===== src/rtl/vram_term_writer.sv =====
// vram_term_writer
//   Terminal write controller for port A of a 64x32 character video RAM
//   (2048 words of 9 bits). It takes bytes from a UART receiver and turns
//   them into character writes, cursor moves, scrolling and screen clears.
//   Port B of the RAM belongs to the video scan-out, which uses the
//   exported scroll offset and cursor position.
//
// Ports
//   clk        system clock, also clocks VRAM port A
//   reset      synchronous, active-high reset
//   rx_valid   byte available from the UART
//   rx_data    received byte
//   rx_ready   byte is taken on a cycle where rx_valid & rx_ready
//   attr       attribute bit stored as bit 8 of a written character
//   vram_ada   port A address {phys_row, col}
//   vram_dina  port A write data
//   vram_wrea  port A write enable, one cycle per word
//   vram_cea   port A clock enable, follows vram_wrea
//   scroll_row physical row displayed as the top screen line
//   cur_col    cursor column
//   cur_row    cursor row, logical (0 = top of screen)
//   busy       high while a full-screen or single-line clear runs
module vram_term_writer #(
  parameter int         COL_BITS   = 6,
  parameter int         ROW_BITS   = 5,
  parameter logic [8:0] BLANK_WORD = 9'h020
) (
  input  logic                         clk,
  input  logic                         reset,
  input  logic                         rx_valid,
  input  logic [7:0]                   rx_data,
  output logic                         rx_ready,
  input  logic                         attr,
  output logic [COL_BITS+ROW_BITS-1:0] vram_ada,
  output logic [8:0]                   vram_dina,
  output logic                         vram_wrea,
  output logic                         vram_cea,
  output logic [ROW_BITS-1:0]          scroll_row,
  output logic [COL_BITS-1:0]          cur_col,
  output logic [ROW_BITS-1:0]          cur_row,
  output logic                         busy
);

  localparam int AW = COL_BITS + ROW_BITS;
  localparam logic [COL_BITS-1:0] LAST_COL  = '1;
  localparam logic [ROW_BITS-1:0] LAST_ROW  = '1;
  localparam logic [AW-1:0]       LAST_ADDR = '1;

  typedef enum logic [1:0] {
    ST_CLR_ALL,
    ST_IDLE,
    ST_WRITE,
    ST_CLR_LINE
  } state_e;

  state_e              state_q, state_d;
  logic [AW-1:0]       cnt_q, cnt_d;
  logic                rx_ready_q, rx_ready_d;
  logic                wrea_q, wrea_d;
  logic [AW-1:0]       ada_q, ada_d;
  logic [8:0]          dina_q, dina_d;
  logic [ROW_BITS-1:0] scroll_q, scroll_d;
  logic [COL_BITS-1:0] col_q, col_d;
  logic [ROW_BITS-1:0] row_q, row_d;
  logic                busy_q, busy_d;

  logic                accept;
  logic                printable;
  logic                do_newline;
  logic [ROW_BITS-1:0] phys_row;

  assign accept    = (state_q == ST_IDLE) && rx_valid && rx_ready_q;
  assign printable = (rx_data >= 8'h20) && (rx_data <= 8'h7E);
  assign phys_row  = row_q + scroll_q;

  // State and output registers; reset aborts any clear and restarts the
  // full-screen clear from address 0.
  always_ff @(posedge clk) begin
    if (reset) begin
      state_q    <= ST_CLR_ALL;
      cnt_q      <= '0;
      rx_ready_q <= 1'b0;
      wrea_q     <= 1'b0;
      ada_q      <= '0;
      dina_q     <= BLANK_WORD;
      scroll_q   <= '0;
      col_q      <= '0;
      row_q      <= '0;
      busy_q     <= 1'b1;
    end else begin
      state_q    <= state_d;
      cnt_q      <= cnt_d;
      rx_ready_q <= rx_ready_d;
      wrea_q     <= wrea_d;
      ada_q      <= ada_d;
      dina_q     <= dina_d;
      scroll_q   <= scroll_d;
      col_q      <= col_d;
      row_q      <= row_d;
      busy_q     <= busy_d;
    end
  end

  // Next-state and registered-output logic. Every write is registered, so
  // the RAM sees a word one cycle after the state that produced it.
  always_comb begin
    state_d    = state_q;
    cnt_d      = cnt_q;
    rx_ready_d = 1'b0;
    wrea_d     = 1'b0;
    ada_d      = ada_q;
    dina_d     = dina_q;
    scroll_d   = scroll_q;
    col_d      = col_q;
    row_d      = row_q;
    busy_d     = busy_q;
    do_newline = 1'b0;

    case (state_q)
      ST_CLR_ALL: begin
        wrea_d = 1'b1;
        ada_d  = cnt_q;
        dina_d = BLANK_WORD;
        busy_d = 1'b1;
        cnt_d  = cnt_q + AW'(1);
        if (cnt_q == LAST_ADDR) begin
          state_d    = ST_IDLE;
          col_d      = '0;
          row_d      = '0;
          scroll_d   = '0;
          rx_ready_d = 1'b1;
          busy_d     = 1'b0;
        end
      end

      ST_IDLE: begin
        rx_ready_d = 1'b1;
        busy_d     = 1'b0;
        if (accept) begin
          if (printable) begin
            // The character is written in the following cycle, while the
            // WRITE state holds off the next byte and moves the cursor.
            state_d    = ST_WRITE;
            rx_ready_d = 1'b0;
            wrea_d     = 1'b1;
            ada_d      = {phys_row, col_q};
            dina_d     = {attr, rx_data};
          end else begin
            case (rx_data)
              8'h0D: col_d = '0;
              8'h0A: do_newline = 1'b1;
              8'h08: if (col_q != '0) col_d = col_q - COL_BITS'(1);
              8'h0C: begin
                state_d    = ST_CLR_ALL;
                cnt_d      = '0;
                rx_ready_d = 1'b0;
                busy_d     = 1'b1;
              end
              default: ;
            endcase
          end
        end
      end

      ST_WRITE: begin
        state_d    = ST_IDLE;
        rx_ready_d = 1'b1;
        if (col_q == LAST_COL) begin
          col_d      = '0;
          do_newline = 1'b1;
        end else begin
          col_d = col_q + COL_BITS'(1);
        end
      end

      ST_CLR_LINE: begin
        // scroll_q already holds the new offset, so the old top row is
        // scroll_q - 1, written here as scroll_q + LAST_ROW (mod 32).
        wrea_d = 1'b1;
        ada_d  = {scroll_q + LAST_ROW, cnt_q[COL_BITS-1:0]};
        dina_d = BLANK_WORD;
        busy_d = 1'b1;
        cnt_d  = cnt_q + AW'(1);
        if (cnt_q[COL_BITS-1:0] == LAST_COL) begin
          state_d    = ST_IDLE;
          rx_ready_d = 1'b1;
          busy_d     = 1'b0;
        end
      end

      default: state_d = ST_CLR_ALL;
    endcase

    // Newline from LF or auto-wrap: move down, or scroll at the bottom
    // line and blank the row that becomes the new bottom line.
    if (do_newline) begin
      if (row_q != LAST_ROW) begin
        row_d = row_q + ROW_BITS'(1);
      end else begin
        scroll_d   = scroll_q + ROW_BITS'(1);
        state_d    = ST_CLR_LINE;
        cnt_d      = '0;
        rx_ready_d = 1'b0;
        busy_d     = 1'b1;
      end
    end
  end

  assign rx_ready   = rx_ready_q;
  assign vram_ada   = ada_q;
  assign vram_dina  = dina_q;
  assign vram_wrea  = wrea_q;
  assign vram_cea   = wrea_q;
  assign scroll_row = scroll_q;
  assign cur_col    = col_q;
  assign cur_row    = row_q;
  assign busy       = busy_q;

endmodule


===== config.mk =====
export PLATFORM = sky130hd
export DESIGN_NAME = vram_term_writer
export DESIGN_NICKNAME = d
export VERILOG_FILES = /design/src/rtl/vram_term_writer.sv
export SDC_FILE = /design/constraint.sdc
export NUM_CORES = 1
export LEC_CHECK = 0
export CORE_MARGIN = 1
export CORE_UTILIZATION = 40
export DETAILED_ROUTE_END_ITERATION = 8
export GPL_TIMING_DRIVEN = 0
export PLACE_DENSITY = 0.65
export REMOVE_ABC_BUFFERS = 1
export SETUP_SLACK_MARGIN = 0.5
export SYNTH_ARGS = -nofsm -noshare
export SYNTH_HDL_FRONTEND = slang
export SYNTH_SLANG_ARGS = --single-unit
export TNS_END_PERCENT = 100

===== constraint.sdc =====
create_clock -name clk -period 2.55 [get_ports clk]
set_input_delay 0.51 -clock clk [delete_from_list [all_inputs] [get_ports clk]]
set_output_delay 0.51 -clock clk [all_outputs]
set_load 0.02 [all_outputs]

## After elaboration in Yosys (flattened, before gate mapping)

Cells that the tools add are included.

- Eq/ne operators: 17
- Reductions and logical operators: 12
- Order comparisons: 2
- Add/sub/neg operators: 7
- Multiplexer cells: 59

Operators with widths:

| operator | number |
|---|---|
| two-way mux 11 bit | 7 |
| two-way mux 5 bit | 8 |
| one-hot mux 11 bit (3 select lines) | 1 |
| equality test 8 x 4 -> 1 bit, second input constant | 4 |
| two-way mux 6 bit | 5 |
| one-hot mux 11 bit (2 select lines) | 1 |
| two-way mux 1 bit | 20 |
| two-way mux 9 bit | 2 |
| one-hot mux 6 bit (3 select lines) | 1 |
| one-hot mux 9 bit (2 select lines) | 1 |
| two-way mux 2 bit | 7 |
| equality test 6 bit, second input constant | 2 |
| one-hot mux 6 bit (2 select lines) | 1 |
| adder 11 x 1 -> 11 bit, second input constant | 1 |
| equality test 11 bit, second input constant | 1 |
| adder 5 x 1 -> 5 bit, second input constant | 2 |
| greater-or-equal comparator 8 x 6 -> 1 bit, second input constant | 1 |
| less-or-equal comparator 8 x 7 -> 1 bit, second input constant | 1 |
| inequality test 2 bit, second input constant | 4 |
| one-hot mux 2 bit (4 select lines) | 1 |
| adder 6 x 1 -> 6 bit, second input constant | 1 |
| AND reduction 3 bit | 2 |
| AND reduction 6 bit | 1 |
| nonzero test 3 bit | 2 |
| 16 further kinds | 20 |

- Register bits: 52
- Logic and storage cells: 107
- Input port bits: 12
- Output and inout bits: 40

## Depth between registers and ports, before layout

- Depth in word-level cells: 7
- Depth in mapped cells: 10
- Mapped depth without buffers: 9

## Worst setup path after synthesis

Ideal clock, no wire load.

- Path kind: flip-flop to flip-flop
- Start point: reg state_q[0]
- End point: reg ada_q[10] (netlist: vram_ada[10])
- Cell stages (with the launch flop): 11
- Slack: 0.088 ns
- Data arrival time: 2.371 ns
- Library setup time: 0.091 ns
- Cells stage by stage: dfxtp_1 > ha_1 > clkbuf_1 > or2_2 > ha_1 > fa_1 > a21o_1 > a21oi_1 > xnor2_1 > o21ai_0 > a311oi_1

- Cells in the longest elaborated chain, start to end: 5
- Elaborated cells on any way between the ends: 10
- Classes of those cells: eq/ne: 4; mux: 1; reduce/logical: 5

Ends and longest elaborated chain:

| item | RTL line | text |
|---|---|---|
| start, declared | 56 | `state_e state_q, state_d;` |
| start signal, assigned | 91 | `state_q <= state_d;` |
| equality test 2 x 1 -> 1 bit | 72, 119 |  |
| logical AND 1 bit (2 in a row) | 72 | `assign accept = (state_q == ST_IDLE) && rx_valid && rx_ready_q;` |
| inequality test 2 bit (no line) | - |  |
| AND reduction 3 bit (no line) | - |  |
| end signal, assigned | 84 | `ada_q <= '0;` |
| end signal, assigned | 95 | `ada_q <= ada_d;` |
| end, declared | 60 | `logic [AW-1:0] ada_q, ada_d;` |

Several ways; a longest one is shown, not always the timed one.
A chain may end at the register's enable or synchronous reset.

## Worst setup path after layout

- Start point: reg state_q[1]
- End point: reg row_q[2] (netlist: cur_row[2])

- Cells in the longest elaborated chain, start to end: 6
- Elaborated cells on any way between the ends: 10
- Classes of those cells: eq/ne: 2; mux: 5; reduce/logical: 3

Ends and longest elaborated chain:

| item | RTL line | text |
|---|---|---|
| equality test 2 x 1 -> 1 bit | 72, 119 |  |
| logical AND 1 bit (2 in a row) | 72 |  |
| two-way mux 1 bit | 139 | `if (accept) begin` |
| one-hot mux 1 bit (2 select lines) | 119 | `case (state_q)` |
| two-way mux 5 bit * | 196 | `if (do_newline) begin` |
| end signal, assigned | 99 | `row_q <= row_d;` |
| end, declared | 64 | `logic [ROW_BITS-1:0] row_q, row_d;` |

Every way passes the cells marked *; elsewhere a longest branch is shown, timed or not.

==> results_dict.tcl <==
set metrics [dict create \
    yosysWarnings 0 \
    syn-cell-area_mm2 0.00309 \
    fin_util_pct 60.3 \
    fin_crit_sh_pct 84.4 \
    grt.total_usage_pct 21.5 \
    rsz0062_at_grt "true" \
    p_per_area_mw_per_mm2 392 \
    setup_viol 0 \
    wl_mm 9.17 \
    hold_ws_ns 0.476 \
    cts_made_buffers 5 \
    grt_pass1_wl_mm 14.4 \
    register_area_mm2 0.00107 \
    total_leakage_power_nw 1.63 \
    n_antenna_cell 0 \
    yosysMostFrequentCell "dfxtp_1" \
    ir_worst_vdd_v 0.000235 \
    place_area_mm2 0.00361 \
    clk_pin_slew_worst_paths_ns 0.10 \
    yosys.area.top_type "dfxtp_1" \
    drc 0 \
    grt_max_degree 39 \
    gp_routability_congestion 0.809 \
    crit_arrival_ns 2.36 \
    antenna_found_initial 0 \
    synth_edf_count 0 \
    synth_top_cell_area_share_pct 33.7 \
    ctsHtreeMaxLevel 2 \
    post_drt_wl_per_cell_um 16.8 \
    grt_overflow 0 \
    core_area_mm2 0.00737 \
    status "complete, no violations" \
    via_per_inst 5.81 \
    cp.required_ns 2.76 \
    end_kind "flip-flop" \
    fp.dieArea_mm2 0.00807 \
    max_cap_viol_count 0 \
    yosys-top-cells-area "dfxtp_1 34%, ha_1 6.5%, nor2_1 4.5%, nand2_1 4.0%, a21oi_1 3.6%" \
    synthToLayoutAreaGrowth_pct 44.1 \
    syn_area_per_cell_um2 8.08 \
    place_inst 508 \
    synthCells 382 \
    cts-root-buf "clkbuf_8" \
    power_mw 1.74 \
    hold_class "flip-flop to flip-flop" \
    pre_cts_slack_ns -0.612 \
    drive_above_1_share_pct 26.6 \
    start_util_pct 41.9 \
    die_height_um 89.8 \
    yosysSeqAreaShare_pct 33.7 \
    synth_ff_type "dfxtp_1" \
    critPathMaxFanout 4 \
    fin_crit_ns 2.15 \
    worstHoldStart "vram_dina[8]" \
    async_flop_share_pct 0 \
    clk_latency_ns 0.31 \
    die_w_um 89.8 \
    fmax_mhz 465 \
    worst_slack_ns 0.398 \
    grt_pass1_vias 2911 \
    portBuffers 51 \
    hpwl_mm 5.35 \
    num-fill-cells 641 \
    multi_input_area_mm2 0.00231 \
    synth_seq_cells 52 \
    ant_nets 0 \
    finalHoldViolCount 0 \
    relSlewSlack_pct 47.3 \
    finalNetCount 476 \
    tritoncts "built" \
    instances_no_fill 547 \
    hold_depth 2 \
    reg2reg_slack_ns 0.40 \
    num_rows 31 \
    clockBufferDepth 2 \
    drv_slew 0 \
    worst_pin_slew_ns 0.791 \
    vias 3180 \
    ys_top_cells_by_count "52 x dfxtp_1, 37 x nor2_1, 33 x nand2_1" \
    synth_cell_types 58 \
    ff2ff_path_depth 10 \
    dr.pass1.iters 4 \
    start_kind "flip-flop" \
    io_pins 52 \
    drtIter0Drc 215 \
    setup_tns_ns 0 \
    min_to "vram_dina[8]" \
    finClkSkew_ns 0.0106 \
    r2r-end "cur_row[2]" \
    cts.sinks 52 \
    finalInstanceArea_mm2 0.00445 \
    crit_type "flip-flop to flip-flop" \
    r2r-start "state_q[1]" \
]
[final cells by class]
| type | count | area share [%] |
|---|---|---|
| Tap cell | 99 | 2.79 |
| Sequential cell | 52 | 24.0 |
| Inverter | 12 | 1.10 |
| Clock inverter | 2 | 0.225 |
| Multi-Input combinational cell | 297 | 52.0 |
| Timing Repair Buffer | 79 | 18.1 |
| Clock buffer | 6 | 1.86 |
[where the power goes]
part / internal (mW) / switching (mW)
Clock: 0.218 / 0.293
Sequential: 0.839 / 0.0263
Combinational: 0.165 / 0.203
Total: 1.22 / 0.522
[critical path: stages (launching register included)]
cell,delay [ns]
dfxtp_4,0.38
buf_12,0.12
clkinvlp_4,0.11
ha_4,0.17
nand4b_1,0.17
buf_4,0.19
nor4b_4,0.21
buf_6,0.16
o21ba_4,0.16
a211oi_4,0.06
a211o_1,0.31
[cells by family (layout without fill, tap and decap cells)]
group | after synthesis | after routing | share of synthesized area (%)
muxes | 10 | 10 | 3.24
adders and majority gates | 17 | 17 | 7.13
DFF | 52 | 52 | 33.7
and+or+nand+nor | 160 | 162 | 27.4
xor gates and xnor gates | 7 | 7 | 1.99
buffers and inverters | 36 | 99 | 5.11
AOI/OAI and AO/OA | 100 | 101 | 21.4
[registers in the layout, summed over array words and instances (netlist names), 2 cells and up]
name / flops
cnt_q: 11
scroll_row: 5
vram_ada: 11
cur_col: 6
state_q: 2
cur_row: 5
vram_dina: 9
[placed cells by master (no fill, tap or decap), drive strengths merged, types with 3 or more instances in the layout]
master and n:
a211oi 9, ha 16, or4 3, or2 7, or3 9, nand3b 3, nand4 3, a211o 3
a21o 8, o21ai 24, a311oi 4, o221ai 3, a22oi 7, mux2i 10, nand3 20, nor4 3
dlygate4sd2 6, nor2 37, inv 11, nor3b 4, nand2 35, dfxtp 52, clkbuf 7, xnor2 6
buf 27, nand2b 12, clkdlybuf4s50 42, a21oi 23, a31oi 6, nor3 9
[layer usage]
metal | GRT usage [%] | share of wire (%) | up-vias
li1 | - | - | 1519
met1 | 28.5 | 43 | 1552
met4 | 6.28 | 1.4 | 0
met2 | 36.0 | 50 | 96
met3 | 3.47 | 5.3 | 13
met5 | 0 | 0 | -
[how the worst max path moves through the flow]
stage                from           end  slack [ns]
6_report       state_q[1]    cur_row[2]        0.40
5_1_grt        state_q[1]  vram_ada[10]        0.30
4_1_cts        state_q[1]  vram_ada[10]        0.42
3_5_place_dp        reset    cur_col[5]       -0.61
3_3_place_gp   state_q[1]   vram_ada[8]       -0.80
2_1_floorplan  state_q[1]   vram_ada[8]       -0.09
[repair_timing]
| item | CTS | global route |
|---|---|---|
| gates cloned | 2 | 2 |
| setup buffers | 20 | 7 |
| endpoints found under the setup margin | 53 | 51 |
| hold buffers | 0 | 0 |
| pin swaps | 18 | 25 |
| hold endpoints to repair | 0 | 0 |
| resized for setup | 64 | 64 |
No activity file was read; power rests on OpenSTA's default activity.
